## src/rtl/gpio_controller_if.sv

```systemverilog
// PicoBlaze port bus plus interrupt handshake between processor decode and gpio_controller.
interface gpio_controller_if;
  logic [7:0] port_id;
  logic       write_strobe;
  logic       read_strobe;
  logic [7:0] out_port;
  logic [7:0] in_port;
  logic       interrupt;
  logic       interrupt_ack;

  modport master (
    output port_id, write_strobe, read_strobe, out_port, interrupt_ack,
    input  in_port, interrupt
  );

  modport slave (
    input  port_id, write_strobe, read_strobe, out_port, interrupt_ack,
    output in_port, interrupt
  );
endinterface

```

## src/rtl/gpio_controller.sv

```systemverilog
// Register-mapped controller for an 8-bit gpio_bit bank: direction/drive, input sync,
// programmable edge capture and a PicoBlaze interrupt with acknowledge.
module gpio_controller #(
  parameter logic [7:0] BASE_ADDR = 8'h00
) (
  input  logic             clk,
  input  logic             reset_n,
  gpio_controller_if.slave bus,
  output logic [7:0]       gpio_oen,
  output logic [7:0]       gpio_data_out,
  input  logic [7:0]       gpio_data_in
);

  localparam int unsigned DW = 8;

  localparam logic [2:0] OFF_DOUT = 3'd0;
  localparam logic [2:0] OFF_DIR  = 3'd1;
  localparam logic [2:0] OFF_DIN  = 3'd2;
  localparam logic [2:0] OFF_IEN  = 3'd3;
  localparam logic [2:0] OFF_POL  = 3'd4;
  localparam logic [2:0] OFF_STAT = 3'd5;
  localparam logic [2:0] OFF_SET  = 3'd6;
  localparam logic [2:0] OFF_CLR  = 3'd7;

  typedef enum logic {ST_IDLE, ST_REQ} state_t;

  state_t        state_q;
  logic [DW-1:0] dout_q, dir_q, ien_q, pol_q, stat_q;
  logic [DW-1:0] s1_q, s2_q, prev_q;
  logic [DW-1:0] in_port_q;
  logic          cap_q;

  logic          sel, wr;
  logic [2:0]    off;
  logic [DW-1:0] rise, fall, set_mask, w1c_mask, rd_data;
  logic          unused_rd;

  // Reads carry no side effects, so the read qualifier is not needed.
  assign unused_rd = bus.read_strobe;

  assign sel = (bus.port_id[7:3] == BASE_ADDR[7:3]);
  assign off = bus.port_id[2:0];
  assign wr  = bus.write_strobe & sel;

  // Edge capture: selected polarity, enabled, and only on input pins.
  assign rise     = s2_q & ~prev_q;
  assign fall     = ~s2_q & prev_q;
  assign set_mask = ((pol_q & rise) | (~pol_q & fall)) & ien_q & ~dir_q;
  assign w1c_mask = (wr && off == OFF_STAT) ? bus.out_port : DW'(0);

  always_comb begin
    rd_data = '0;
    if (sel) begin
      case (off)
        OFF_DOUT: rd_data = dout_q;
        OFF_DIR:  rd_data = dir_q;
        OFF_DIN:  rd_data = s2_q;
        OFF_IEN:  rd_data = ien_q;
        OFF_POL:  rd_data = pol_q;
        OFF_STAT: rd_data = stat_q;
        default:  rd_data = '0;
      endcase
    end
  end

  always_ff @(posedge clk) begin
    if (!reset_n) begin
      state_q   <= ST_IDLE;
      dout_q    <= '0;
      dir_q     <= '0;
      ien_q     <= '0;
      pol_q     <= '0;
      stat_q    <= '0;
      s1_q      <= '0;
      s2_q      <= '0;
      prev_q    <= '0;
      in_port_q <= '0;
      cap_q     <= 1'b0;
    end else begin
      s1_q      <= gpio_data_in;
      s2_q      <= s1_q;
      prev_q    <= s2_q;
      in_port_q <= rd_data;
      cap_q     <= |set_mask;

      if (wr) begin
        case (off)
          OFF_DOUT: dout_q <= bus.out_port;
          OFF_DIR:  dir_q  <= bus.out_port;
          OFF_IEN:  ien_q  <= bus.out_port;
          OFF_POL:  pol_q  <= bus.out_port;
          OFF_SET:  dout_q <= dout_q | bus.out_port;
          OFF_CLR:  dout_q <= dout_q & ~bus.out_port;
          default:  ;
        endcase
      end

      // New edges win over a same-cycle write-1-to-clear.
      stat_q <= (stat_q & ~w1c_mask) | set_mask;

      // An acknowledge is ignored while a capture is in flight toward the request.
      case (state_q)
        ST_IDLE: if (cap_q) state_q <= ST_REQ;
        ST_REQ:  if (bus.interrupt_ack && !cap_q && !(|set_mask)) state_q <= ST_IDLE;
        default: state_q <= ST_IDLE;
      endcase
    end
  end

  assign bus.in_port    = in_port_q;
  assign bus.interrupt  = (state_q == ST_REQ);
  assign gpio_oen       = dir_q;
  assign gpio_data_out  = dout_q;

endmodule

```

## src/flat_wrapper.sv

```systemverilog
// flat-port wrapper written by rule: the top's interface ports become plain ports
module gpio_controller_flat 
#(
  parameter logic [7:0] BASE_ADDR = 8'h00
)
  (clk, reset_n, gpio_oen, gpio_data_out, gpio_data_in, bus_port_id, bus_write_strobe, bus_read_strobe, bus_out_port, bus_interrupt_ack, bus_in_port, bus_interrupt);
  gpio_controller_if bus_i ();
  input  logic clk;
  input  logic reset_n;
  output logic [7:0] gpio_oen;
  output logic [7:0] gpio_data_out;
  input  logic [7:0] gpio_data_in;
  input wire logic [$bits(bus_i.port_id)-1:0] bus_port_id;
  input wire logic [$bits(bus_i.write_strobe)-1:0] bus_write_strobe;
  input wire logic [$bits(bus_i.read_strobe)-1:0] bus_read_strobe;
  input wire logic [$bits(bus_i.out_port)-1:0] bus_out_port;
  input wire logic [$bits(bus_i.interrupt_ack)-1:0] bus_interrupt_ack;
  output wire logic [$bits(bus_i.in_port)-1:0] bus_in_port;
  output wire logic [$bits(bus_i.interrupt)-1:0] bus_interrupt;
  assign bus_i.port_id = bus_port_id;
  assign bus_i.write_strobe = bus_write_strobe;
  assign bus_i.read_strobe = bus_read_strobe;
  assign bus_i.out_port = bus_out_port;
  assign bus_i.interrupt_ack = bus_interrupt_ack;
  assign bus_in_port = bus_i.in_port;
  assign bus_interrupt = bus_i.interrupt;
  gpio_controller #(.BASE_ADDR(BASE_ADDR)) u_core (.clk(clk), .reset_n(reset_n), .bus(bus_i), .gpio_oen(gpio_oen), .gpio_data_out(gpio_data_out), .gpio_data_in(gpio_data_in));
endmodule
```

## config.mk

```make
export PLATFORM = sky130hd
export DESIGN_NAME = gpio_controller_flat
export DESIGN_NICKNAME = d
export VERILOG_FILES = /design/src/rtl/gpio_controller_if.sv /design/src/rtl/gpio_controller.sv /design/src/flat_wrapper.sv
export SDC_FILE = /design/constraint.sdc
export NUM_CORES = 1
export LEC_CHECK = 0
export BUFFER_PORTS_ARGS = -buffer_cell sky130_fd_sc_hd__buf_2
export CAP_MARGIN = 30
export CORE_MARGIN = 3
export CORE_UTILIZATION = 35
export DETAILED_ROUTE_END_ITERATION = 12
export PLACE_DENSITY = 0.61
export SYNTH_ARGS = -nofsm -noshare
export SYNTH_HDL_FRONTEND = slang
export SYNTH_SLANG_ARGS = --single-unit
```

## constraint.sdc

```tcl
create_clock -name clk -period 3.5 [get_ports clk]
set_input_delay 0.35 -clock clk [delete_from_list [all_inputs] [get_ports clk]]
set_output_delay 0.35 -clock clk [all_outputs]
set_load 0.05 [all_outputs]
```

==> results by group <==
CTS
  • Later-pin clock latency in the skew report: 0.35 ns
  • Root buffer cell: clkbuf_8
  • Cts bufs inserted: 9
  • CTS clock-pin slew for the worst setup and hold paths: 0.07 ns
  • Postcts setup bufs: 0
  • CTS Sinks: 74
  • CTS tree: done
  • Clock tree buffer depth: 2
  • Post-CTS sizing: 0
  • H-tree depth: 3
  • Number of hold buffers added after CTS: 0

Yosys
  • Syn_nets: 386
  • Post-Syn Area: 3300 um^2
  • Register area share after synthesis: 45.0%
  • Area leader, netlist: dfxtp_1
  • Synth Instances: 357
  • Yosys warning total: 0
  • Mean area per synthesized cell: 9.23 um^2
  • Async set-reset flop share out of synthesis: 0%
  • EDFF count, synth: 0
  • Share of the synthesized area in the top cell type: 45.0%
  • Count leader, synth: dfxtp_1
  • Top post-synthesis cells by area: dfxtp_1 (45%), mux2i_1 (6.4%), and2_1 (4.6%)
  • Synth cell count leaders: dfxtp_1 (74), nand3_1 (28), o21ai_0 (25)
  • Netlist cell types: 41
  • Main flop type after synthesis: dfxtp_1
  • Yosys reg bits: 74

Setup path
  • Setup crit start kind: input port
  • Worst path top cell family by delay: simple AND/OR/NAND/NOR gates
  • Critical-path top delay cell: and4_1
  • Capturing point of the worst reg2reg path: u_core.bus.interrupt
  • Worst r2r src: u_core.pol_q[0]
  • Worst-path cell chain: buf_2 -> nor4_4 -> and4_1 -> a31oi_1 -> o21a_1
  • CP arrival: 2.14 ns
  • WP buf/inv: 1
  • CP required: 3.74 ns
  • Crit Path Max Fanout: 24
  • FF-to-FF setup slack: 1.99 ns
  • CP endpoint kind: flip-flop
  • Worst R2R Path Depth: 4
  • Max incr delay on CP: 0.87 ns
  • Critical path type: input port to flip-flop

STA
  • Worst Setup Slack, final: 1.60 ns
  • Fin. max-slew vios: 0
  • Worst-Margin Slew: 0.921 ns
  • Layout Skew: 0.00835 ns
  • Final min period: 1.90 ns
  • Slew margin rel.: 38.6%
  • Period utilization: 54.3%
  • FMAX: 0.526 GHz
  • Endpoints failing hold: 0
  • RSZ-0062 raised after global routing: false
  • Setup_tns: 0 ns
  • Final setup viols: 0

Finish
  • Antenna diodes: 0
  • Footprint of the multi-input gates: 1640 um^2
  • Area Growth Syn to Fin: 16.7%
  • Fin nets: 427
  • Sequential Area: 1480 um^2
  • Post-route cell area: 3850 um^2
  • Layout cells sized above 1: 20.8%
  • Fill count: 886

Global route
  • First-pass GRT wire length: 13.5 mm
  • Antenna violations before repair: 0
  • GRT Total Usage: 16.6%
  • Vias in the first global route: 2644
  • Largest net degree at the start of global routing: 67
  • Grt ovf: 0

Power and ir drop
  • Sequential Power Share: 46.6%
  • Static Leak: 1.51 nW
  • Internal: 0.00146 W
  • Pwr Density: 479 nW/um^2
  • Net Switching: 0.000386 W
  • Net Sw Frac: 20.9%
  • Logic pwr share: 5.7%
  • Clock power share: 47.7%
  • Max IR drop VDD: 0.000229 V

Route
  • Routed wl met3: 572 um
  • Via count: 2770
  • Initial DRC Count: 169
  • DR DRC count: 0
  • Post-route ant nets: 0
  • Metal2 WL: 3.73 mm
  • Sum of routed wire segments on met1: 3.90 mm
  • DRT Wirelength: 8.29 mm
  • 1st-pass router iterations: 5
  • Top layer in use: met4
  • Avg WL per Cell: 16.2 um
  • Vias/cell: 5.42

Placement
  • Placed inst area: 3580 um^2
  • RD Place Congestion: 0.780
  • Pre-CTS setup slack: 1.25 ns
  • Post-DP HPWL: 5.27 mm
  • I/O Buffers: 52

Run
  • Maxcap violations: 0

Min path
  • Hold Path Class: input port to flip-flop
  • Worst Hold Depth: 2
  • Hold EP: u_core.s1_q[4]
  • Hold path start: gpio_data_in[4]

Floorplan
  • Die height: 103 um
  • Die width: 103 um
  • Cell row count: 34
  • Starting density of the core: 36.9%
  • Core footprint: 8930 um^2
  • Ports: 54
  • Total die area: 10600 um^2

Outcome
  • Run status: finished clean
-- per-stage QoR --
step	total power (W)	hold WS (ns)	instances	util [%]
finish	0.00184	0.204	511	43.1
global route	0.00191	0.190	511	43.1
CTS	0.00186	0.186	511	43.1
detailed placement	0.000982	0.419	495	40.1
global placement	0.000980	0.414	495	40.1
floorplan	0.000941	0.412	357	-
-- power groups by stage --
stage	registers, W	logic (W)	clock network [W]
floorplan	0.000878	0.0000627	0
global placement	0.000878	0.000102	0
detailed placement	0.000878	0.000104	0
CTS	0.000858	0.000104	0.000897
global route	0.000860	0.000114	0.000938
finish	0.000858	0.000104	0.000878
-- layer usage --
| metal | GRT usage (%) | up-vias |
|---|---|---|
| met5 | 0 | - |
| met4 | 6.18 | 0 |
| met3 | 3.79 | 6 |
| met2 | 25.5 | 91 |
| met1 | 22.7 | 1333 |
| li1 | - | 1340 |
-- how the worst max path moves through the flow --
stage | startpoint | end | slack, ns | cells past startpoint
after floorplan | bus_port_id[4] | u_core.stat_q[4] | 1.98 | 6
final | bus_port_id[4] | u_core.stat_q[6] | 1.60 | 5
after detailed placement | bus_port_id[4] | u_core.stat_q[6] | 1.25 | 5
after global placement | bus_port_id[4] | u_core.stat_q[6] | 1.30 | 5
after global routing | bus_port_id[4] | u_core.stat_q[6] | 1.45 | 5
after CTS | bus_port_id[4] | u_core.stat_q[6] | 1.63 | 5
-- kinds of logic after synthesis --
kind of cell / synth area share, %
and+or+nand+nor: 22.2
muxes: 7.40
AOI/OAI and AO/OA: 20.2
DFF: 45.0
buffers and inverters: 5.20
-- cell type report --
cell class	instances	share of cell area [%]
multi-input combinational	248	42.7
inverter	10	0.976
sequential	74	38.5
tap	108	3.51
clock buffer	11	3.68
clock inverter	5	3.25
timing repair buffer	55	7.35
-- sequential cells by signal (all words and copies together), names as in the netlist --
register / cells
u_core.pol_q: 8
u_core.stat_q: 8
u_core.gpio_data_out: 8
u_core.gpio_oen: 8
u_core.s2_q: 8
u_core.bus.interrupt: 1
u_core.cap_q: 1
u_core.s1_q: 8
u_core.ien_q: 8
u_core.bus.in_port: 8
u_core.prev_q: 8
-- worst register-to-register path, cell delays in order (launching register included) --
cell and delay [ns]:
dfxtp_1 0.33, or3b_2 0.46, a21oi_1 0.28, nor4_1 0.15, a41oi_1 0.21
-- placed cells by master, fill, tap and decap left out, types with 2 or more instances in the layout --
cell / instances
dfxtp_1: 74
buf_2: 52
nand3_1: 28
o21ai_0: 25
and2_1: 24
nor2_1: 22
mux2i_1: 21
a21boi_1: 17
a21oi_1: 14
nor2b_1: 11
o21a_1: 11
inv_1: 10
a211oi_1: 10
clkbuf_8: 10
nand2b_1: 9
a21boi_0: 8
nand3b_1: 8
or3b_2: 8
a31oi_1: 8
bufinv_16: 4
mux2_2: 3
o22a_1: 3
buf_4: 3
nor4_1: 2
a22oi_1: 2
(Power assumes the default switching activity.)
